`config.mk`:
```
export PLATFORM = sky130hd
export DESIGN_NAME = ad7606_serial_capture
export DESIGN_NICKNAME = d
export VERILOG_FILES = /design/src/rtl/ad7606_pkg.sv /design/src/rtl/ad7606_serial_rx.sv /design/src/rtl/ad7606_serial_capture.sv
export SDC_FILE = /design/constraint.sdc
export NUM_CORES = 1
export LEC_CHECK = 0
export CAP_MARGIN = 10
export CORE_MARGIN = 3
export CORE_UTILIZATION = 51
export CTS_BUF_LIST = sky130_fd_sc_hd__clkbuf_8
export DETAILED_ROUTE_END_ITERATION = 16
export PLACE_DENSITY = 0.79
export SLEW_MARGIN = 20
export SYNTH_ARGS = -nofsm -noshare
export SYNTH_HDL_FRONTEND = slang
export SYNTH_HIERARCHICAL = 1
export SYNTH_SLANG_ARGS = --single-unit
export TNS_END_PERCENT = 50
```
`constraint.sdc`:
```
create_clock -name clk -period 2.8 [get_ports clk]
set_clock_uncertainty 0.1 [all_clocks]
set_input_delay 0.56 -clock clk [delete_from_list [all_inputs] [get_ports clk]]
set_output_delay 0.56 -clock clk [all_outputs]
set_load 0.03 [all_outputs]
```
`src/rtl/ad7606_pkg.sv`:
```
// ad7606_pkg: shared state encoding, header word and default timing for the AD7606 capture path
package ad7606_pkg;
  typedef enum logic [2:0] {IDLE, CONV, WAIT_HI, WAIT_LO, READ, DONE} state_t;
  localparam logic [15:0] HDR_WORD = 16'hA5A5;
  localparam int DEF_CLK_DIV = 4;
  localparam int DEF_CONV_PULSE = 4;
  localparam int DEF_BUSY_TIMEOUT = 2000;
endpackage

```
`src/rtl/ad7606_serial_rx.sv`:
```
// ad7606_serial_rx: SCLK divider, bit counter and 16-bit shifter for the AD7606 DOUTA stream
//   clk, rst      system clock, sync active-high reset
//   enable        high while reading; low parks sclk high and clears the bit state
//   sclk          serial clock, first falls CLK_DIV cycles after enable rises
//   dout_a        serial data, sampled on each sclk rising edge, MSB first
//   word          last completed 16-bit word
//   word_valid    one-cycle pulse on the cycle after the 16th rising edge
module ad7606_serial_rx
  import ad7606_pkg::*;
#(
  parameter int CLK_DIV = DEF_CLK_DIV
) (
  input  logic        clk,
  input  logic        rst,
  input  logic        enable,
  output logic        sclk,
  input  logic        dout_a,
  output logic [15:0] word,
  output logic        word_valid
);
  logic [7:0]  div_q, div_d;
  logic [3:0]  bit_q, bit_d;
  logic [15:0] sh_q, sh_d, word_q, word_d;
  logic        sclk_q, sclk_d, vld_q, vld_d, tick, rise;
  always_comb begin
    tick   = div_q == 8'(CLK_DIV - 1);
    rise   = enable && tick && !sclk_q;
    div_d  = (!enable || tick) ? 8'd0 : div_q + 8'd1;
    sclk_d = !enable ? 1'b1 : tick ? ~sclk_q : sclk_q;
    sh_d   = !enable ? 16'd0 : rise ? {sh_q[14:0], dout_a} : sh_q;
    bit_d  = !enable ? 4'd0 : rise ? bit_q + 4'd1 : bit_q;
    vld_d  = rise && bit_q == 4'd15;
    word_d = vld_d ? {sh_q[14:0], dout_a} : word_q;
  end
  always_ff @(posedge clk) begin
    if (rst) begin
      div_q  <= '0;
      bit_q  <= '0;
      sh_q   <= '0;
      word_q <= '0;
      sclk_q <= 1'b1;
      vld_q  <= 1'b0;
    end else begin
      div_q  <= div_d;
      bit_q  <= bit_d;
      sh_q   <= sh_d;
      word_q <= word_d;
      sclk_q <= sclk_d;
      vld_q  <= vld_d;
    end
  end
  assign sclk       = sclk_q;
  assign word       = word_q;
  assign word_valid = vld_q;
endmodule

```
`src/rtl/ad7606_serial_capture.sv`:
```
// ad7606_serial_capture: AD7606 conversion sequencer and serial reader feeding the sample FIFO
//   start -> convst pulse -> busy high/low (2-flop synced, timed out) -> cs_n/sclk read of
//   NUM_CH words -> fifo_din/fifo_we_n -> frame_done; overflow and timeout_err are sticky.
//   AD7606_FRAME_HDR_EN: when defined, each frame is preceded by header word 16'hA5A5.
module ad7606_serial_capture
  import ad7606_pkg::*;
#(
  parameter int CLK_DIV      = DEF_CLK_DIV,
  parameter int NUM_CH       = 8,
  parameter int CONV_PULSE   = DEF_CONV_PULSE,
  parameter int BUSY_TIMEOUT = DEF_BUSY_TIMEOUT
) (
  input  logic        clk,
  input  logic        rst,
  input  logic        start,
  output logic        convst,
  input  logic        busy,
  output logic        cs_n,
  output logic        sclk,
  input  logic        dout_a,
  output logic [15:0] fifo_din,
  output logic        fifo_we_n,
  input  logic        fifo_full,
  output logic        frame_done,
  output logic        overflow,
  output logic        timeout_err
);
  state_t      state_q, state_d;
  logic [15:0] cnt_q, cnt_d;
  logic [3:0]  ch_q, ch_d;
  logic [1:0]  sync_q;
  logic        ovf_q, tmo_q, tmo, busy_s, vld, hdr, wr_req;
  logic [15:0] word;
  ad7606_serial_rx #(.CLK_DIV(CLK_DIV)) u_rx (
    .clk       (clk),
    .rst       (rst),
    .enable    (state_q == READ),
    .sclk      (sclk),
    .dout_a    (dout_a),
    .word      (word),
    .word_valid(vld)
  );
  assign busy_s = sync_q[1];
  always_comb begin
    state_d = state_q;
    cnt_d   = cnt_q + 16'd1;
    tmo     = 1'b0;
    case (state_q)
      IDLE: begin
        cnt_d = '0;
        if (start) state_d = CONV;
      end
      CONV:
        if (cnt_q == 16'(CONV_PULSE - 1)) begin
          state_d = WAIT_HI;
          cnt_d   = '0;
        end
      WAIT_HI:
        if (busy_s) begin
          state_d = WAIT_LO;
          cnt_d   = '0;
        end else if (cnt_q == 16'(BUSY_TIMEOUT - 1)) begin
          state_d = DONE;
          tmo     = 1'b1;
        end
      WAIT_LO:
        if (!busy_s) begin
          state_d = READ;
          cnt_d   = '0;
        end else if (cnt_q == 16'(BUSY_TIMEOUT - 1)) begin
          state_d = DONE;
          tmo     = 1'b1;
        end
      READ: begin
        cnt_d = '0;
        if (vld && ch_q == 4'(NUM_CH - 1)) state_d = DONE;
      end
      default: begin
        state_d = IDLE;
        cnt_d   = '0;
      end
    endcase
  end
`ifdef AD7606_FRAME_HDR_EN
  logic hdr_q;
  always_ff @(posedge clk) hdr_q <= !rst && state_d == READ && state_q != READ;
  assign hdr = hdr_q;
`else
  assign hdr = 1'b0;
`endif
  always_comb begin
    wr_req     = vld || hdr;
    ch_d       = state_q != READ ? 4'd0 : vld ? ch_q + 4'd1 : ch_q;
    fifo_din   = hdr ? HDR_WORD : word;
    fifo_we_n  = !(wr_req && !fifo_full);
    convst     = state_q != CONV;
    cs_n       = state_q != READ;
    frame_done = state_q == DONE;
  end
  always_ff @(posedge clk) begin
    if (rst) begin
      state_q <= IDLE;
      cnt_q   <= '0;
      ch_q    <= '0;
      sync_q  <= '0;
      ovf_q   <= 1'b0;
      tmo_q   <= 1'b0;
    end else begin
      state_q <= state_d;
      cnt_q   <= cnt_d;
      ch_q    <= ch_d;
      sync_q  <= {sync_q[0], busy};
      ovf_q   <= ovf_q || (wr_req && fifo_full);
      tmo_q   <= tmo_q || tmo;
    end
  end
  assign overflow    = ovf_q;
  assign timeout_err = tmo_q;
endmodule

```
==> impl_metrics.toml, run 1 <==
[outcome]
outcome = "completed"

[setup_path]
end_kind = "output pin"
crit_arrival_ps = 1940
r2r_start = "u_rx/div_q[0]"
regToRegEndpoint = "u_rx/bit_q[3]"
start_kind = "flop"
critPathKind = "flop to output pin"
r2r_slack_ps = 490
required_ps = 2140
reg2reg_depth = 5
worst-path-max-fanout = 8

[grt]
grt_max_degree = 37
busiest_layer = "met2"
grt_pass1_vias = 2425
grt_use_met3_pct = 6.15
antenna_found_initial = 0
grt_usage_pct = 18.0
grt_pass1_wl_um = 10700
met1_usage_pct = 22.2
gr-usage-met2_pct = 29.5
grt_remaining_overflow = 0

[place]
dpl.hpwl_um = 4120
gp_congestion = 0.765
dp_cells = 443
dp_slack_ps = 348
numPortBuffers = 28

[sta]
period_needed_ps = 2600
rsz0062_at_grt = "no"
worst_pin_slew_ps = 539
layout_setup_ws_ps = 202
report.final.slew_viol_count = 0
tns_ps = 0
fmax_mhz = 385
setup_viol_count_final = 0
relSlewSlack_pct = 63.8
period_share_pct = 92.8
hold_violations = 0

[clock_tree]
clk_pin_slew_ps = 80
postCtsHoldBufs = 0
cts_buffers = 9
cts_buffer_depth = 2
cts_sinks = 72
cts_resized = 0
cts_tree = "built"
cts_setup_buffers = 0
htreeDepth = 3
ctsRootBufferMaster = "clkbuf_8"
worstSkewPairLatency_ps = 350

[job]
max_cap_violations = 0

[floorplanning]
start_util_pct = 53.5
dieArea_sq_um = 7310
floorplan.die.width_um = 85.5
io_pins = 29
core-area_sq_um = 6030
die_height_um = 85.5
rows = 28

[power]
power_leakage_nw = 1.16
peakVddDrop_uv = 408
power.total_w = 0.00202
power-per-cell-area_nw_per_um2 = 540

[synth]
synth_ff_type = "dfxtp_1"
yosysUniqueCellTypes = 50
synth.avg_cell_area_sq_um = 9.21
ys_seq_area_share_pct = 44.7
ys_ff_latch = 72
syn-num-nets = 360
netlist_area_sq_um = 3220
ys_async_sr_fraction_pct = 0
yosys_warnings = 6
syn_inst = 350
synth_edf_count = 0

[cells_and_area]
fin_util_pct = 62.1
final_cells = 459
final_common_cell = "dfxtp_1"
final_cell_mix = "dfxtp_1 (72), nand2b_1 (35), a21oi_1 (31)"
layout.nets = 389
drive_above_1_share_pct = 10.4
diodes = 0
area_delta_synth_final_pct = 16.0

[routing]
finalWirelength_um = 6080
wire_per_inst_um = 13.2
drcViolationCount = 0
drt_pass1_iterations = 4
dr.first_iter.drc_count = 113
antenna_left = 0
drt-vias-per-instance = 5.60
routed-via-count = 2572

[min_path]
min_path_cells = 1
min_path_type = "flop to flop"
min_from = "cnt_q[0]"
worstHoldEndpoint = "cnt_q[0]"
[cell type report]
class                           count  area, sq um
Timing Repair Buffer               36          340
Inverter                            9         33.8
Fill cell                         508         2290
Tap cell                           75         93.8
Sequential cell                    72         1440
Clock inverter                      7         60.1
Clock buffer                        9          124
Multi-Input combinational cell    251         1650
[critical path, stage by stage (launching register included)]
cell             delay, ps
dfxtp_1                450
nor3b_2                450
inv_1                   90
clkdlybuf4s50_1        610
[how the worst max path moves through the flow]
stage             startpoint             to  cells past startpoint
6_report          state_q[0]         convst                      3
5_1_grt           state_q[0]         convst                      3
4_1_cts           state_q[0]         convst                      3
3_5_place_dp       fifo_full      fifo_we_n                      3
3_3_place_gp       fifo_full      fifo_we_n                      3
2_1_floorplan  u_rx/div_q[0]  u_rx/word[10]                      6
[cell usage after synthesis, drive strengths merged (8+ instances only)]
cell type	n	share of area [%]
dfxtp	72	45
nand2b	35	6.8
a21oi	32	5.1
o21ai	26	4.0
nand3	24	3.9
nor2	23	2.7
mux2i	17	5.3
nand2	11	1.3
clkbuf	10	1.2
inv	9	1.0
buf	8	2.4
nand4	8	2.0
[registers in the layout, summed over array words and instances, names as in the netlist]
| register | flops |
|---|---|
| overflow | 1 |
| sync_q | 2 |
| u_rx/word | 16 |
| state_q | 3 |
| cnt_q | 16 |
| u_rx/word_valid | 1 |
| u_rx/sclk | 1 |
| ch_q | 4 |
| u_rx/sh_q | 15 |
| timeout_err | 1 |
| u_rx/div_q | 8 |
| u_rx/bit_q | 4 |
[cell families (layout without fill, tap and decap cells)]
logic type / count (synthesis) / in the layout / share of synthesized area, %
AND/OR/NAND/NOR: 147 / 147 / 27.6
flip-flops: 72 / 72 / 44.7
AO/OA/AOI/OAI: 69 / 69 / 12.5
buffers and inverters: 27 / 61 / 4.58
multiplexers: 17 / 17 / 5.28
XOR/XNOR: 14 / 14 / 3.80
adder cells (fa/ha/maj): 4 / 4 / 1.55
[per-layer routing]
metal  vias to the layer above  routed length, um  share of wire, %
li1                       1299                  -                 -
met1                      1206               2800                46
met2                        59               2930                48
met3                         8                294               4.8
met4                         0                 56              0.92
met5                         -                  0                 0
[stage by stage]
stage | area [sq um] | hold slack [ps]
floorplan | 3220 | 312
global placement | 3560 | 324
detailed placement | 3560 | 337
CTS | 3740 | 348
global route | 3740 | 388
finish | 3740 | 344
[power by group]
group	switching, W	internal [W]	leakage [nW]
combinational	0.000118	0.0000862	0.491
sequential	0.0000261	0.00104	0.580
clock	0.000412	0.000336	0.0912
total	0.000555	0.00146	1.16
No activity file was read; power rests on OpenSTA's default activity.
==> run 2: changes to the inputs <==
--- a/config.mk
+++ b/config.mk
@@ -7,10 +7,10 @@
 export LEC_CHECK = 0
 export CAP_MARGIN = 10
 export CORE_MARGIN = 3
-export CORE_UTILIZATION = 51
+export CORE_UTILIZATION = 59
 export CTS_BUF_LIST = sky130_fd_sc_hd__clkbuf_8
 export DETAILED_ROUTE_END_ITERATION = 16
-export PLACE_DENSITY = 0.79
+export PLACE_DENSITY = 0.88
 export SLEW_MARGIN = 20
 export SYNTH_ARGS = -nofsm -noshare
 export SYNTH_HDL_FRONTEND = slang
==> run 2 against run 1 <==
Compared with the run above: sequential power about the same; clock power up 4.1%; flip-flop and latch count unchanged; final cell count is 1.5% lower; combinational power is essentially flat; critical path type unchanged; core utilization is 9.5 points higher; count of clock-buffer cells in the layout is the same; global-route usage up 4.0 points.
==> impl_metrics.toml, run 2 (synthesis gave the netlist of run 1 again) <==
[cells_and_area]
final_cell_mix = "dfxtp_1 (72), nand2b_1 (35), a21oi_1 (31)"
final_common_cell = "dfxtp_1"
final_cells = 452
layout.nets = 388
area_delta_synth_final_pct = 15.6
diodes = 0
stdcell_area_sq_um = 3730
drive_above_1_share_pct = 9.95

[floorplanning]
start_util_pct = 61.9
die_height_um = 79.9
io_pins = 29
core-area_sq_um = 5200
dieArea_sq_um = 6390
rows = 26
floorplan.die.width_um = 79.9

[sta]
period_share_pct = 89.8
hold_violations = 0
setup_viol_count_final = 0
hold_slack_ps = 349
report.final.slew_viol_count = 0
tns_ps = 0
relSlewSlack_pct = 65.5
fmax_mhz = 398
rsz0062_at_grt = "no"
worst_pin_slew_ps = 515
period_needed_ps = 2520

[routing]
drt-vias-per-instance = 5.79
drt_pass1_iterations = 4
dr.first_iter.drc_count = 179
routed-via-count = 2615
drcViolationCount = 0
wire_per_inst_um = 14.3
antenna_left = 0
finalWirelength_um = 6470

[clock_tree]
cts_setup_buffers = 0
cts_tree = "built"
ctsRootBufferMaster = "clkbuf_8"
cts_resized = 0
cts_sinks = 72
cts_buffer_depth = 2
htreeDepth = 3
worstSkewPairLatency_ps = 340
cts_buffers = 9
clk_pin_slew_ps = 70
postCtsHoldBufs = 0

[setup_path]
path_buf_inv = 2
start_kind = "flop"
r2r_start = "u_rx/div_q[0]"
cpMaxStageDelayCell = "clkdlybuf4s50_1"
crit_chain = "nor3b_2, inv_1, clkdlybuf4s50_1"
worst-path-max-fanout = 8
end_kind = "output pin"
required_ps = 2140
crit_arrival_ps = 1860
critPathTopFamily = "buffers and inverters"
critPathKind = "flop to output pin"
worstSetupStartpoint = "state_q[0]"
slowest_delay_ps = 600

[place]
numPortBuffers = 28
dpl.hpwl_um = 4160
placed_area_sq_um = 3540
dp_cells = 437
gp_congestion = 0.806

[power]
switching_share_pct = 25.2
power.share.clock_pct = 38.1
seqPwrFrac_pct = 52.1
p_int_w = 0.00153
power_leakage_nw = 1.16
pwr-share-comb_pct = 9.8
peakVddDrop_uv = 414
power-per-cell-area_nw_per_um2 = 549
p_sw_w = 0.000516

[job]
max_cap_violations = 0

[grt]
grt_max_degree = 38
antenna_found_initial = 0
grt_remaining_overflow = 0
grt_pass1_vias = 2500
grt_usage_pct = 22.0
grt_pass1_wl_um = 11100

[min_path]
min_path_type = "flop to flop"
min_from = "cnt_q[0]"

[outcome]
outcome = "completed"
## run 2: worst paths after layout
path | endpoint | slack [ps] | cells past startpoint
min reg2reg | cnt_q[0] | 350 | 1
max reg2reg | u_rx/word[11] | 520 | 5
min | cnt_q[0] | 350 | 1
max | convst | 280 | 3
## run 2: per-layer routing
metal  share of wire [%]  vias to the layer above  track usage, %
met2                  51                       60            35.8
met4                 1.3                        0            9.12
met3                 4.2                       10            6.66
met1                  44                     1253            27.0
li1                    -                     1292               -
met5                   0                        -               0
## run 2: area by class of cell
class	instances	area (sq um)
sequential	72	1440
clock buffer	9	124
fill	379	1480
timing repair buffer	35	333
multi-input combinational	251	1650
inverter	9	33.8
clock inverter	6	61.3
tap	70	87.6
## run 2: power groups by stage
stage                     Combinational (W)  Clock (W)  Sequential (W)
after floorplan                    0.000155          0         0.00108
after global placement             0.000199          0         0.00109
after detailed placement           0.000201          0         0.00109
after CTS                          0.000201   0.000796         0.00107
after global routing               0.000223   0.000848         0.00107
final                              0.000201   0.000779         0.00107
## run 2: stage by stage
stage	total power, W	setup slack [ps]	util [%]
after detailed placement	0.00129	335	68.1
after global routing	0.00214	151	71.6
after floorplan	0.00124	747	-
final	0.00205	285	71.6
after CTS	0.00206	261	71.6
after global placement	0.00129	352	68.1
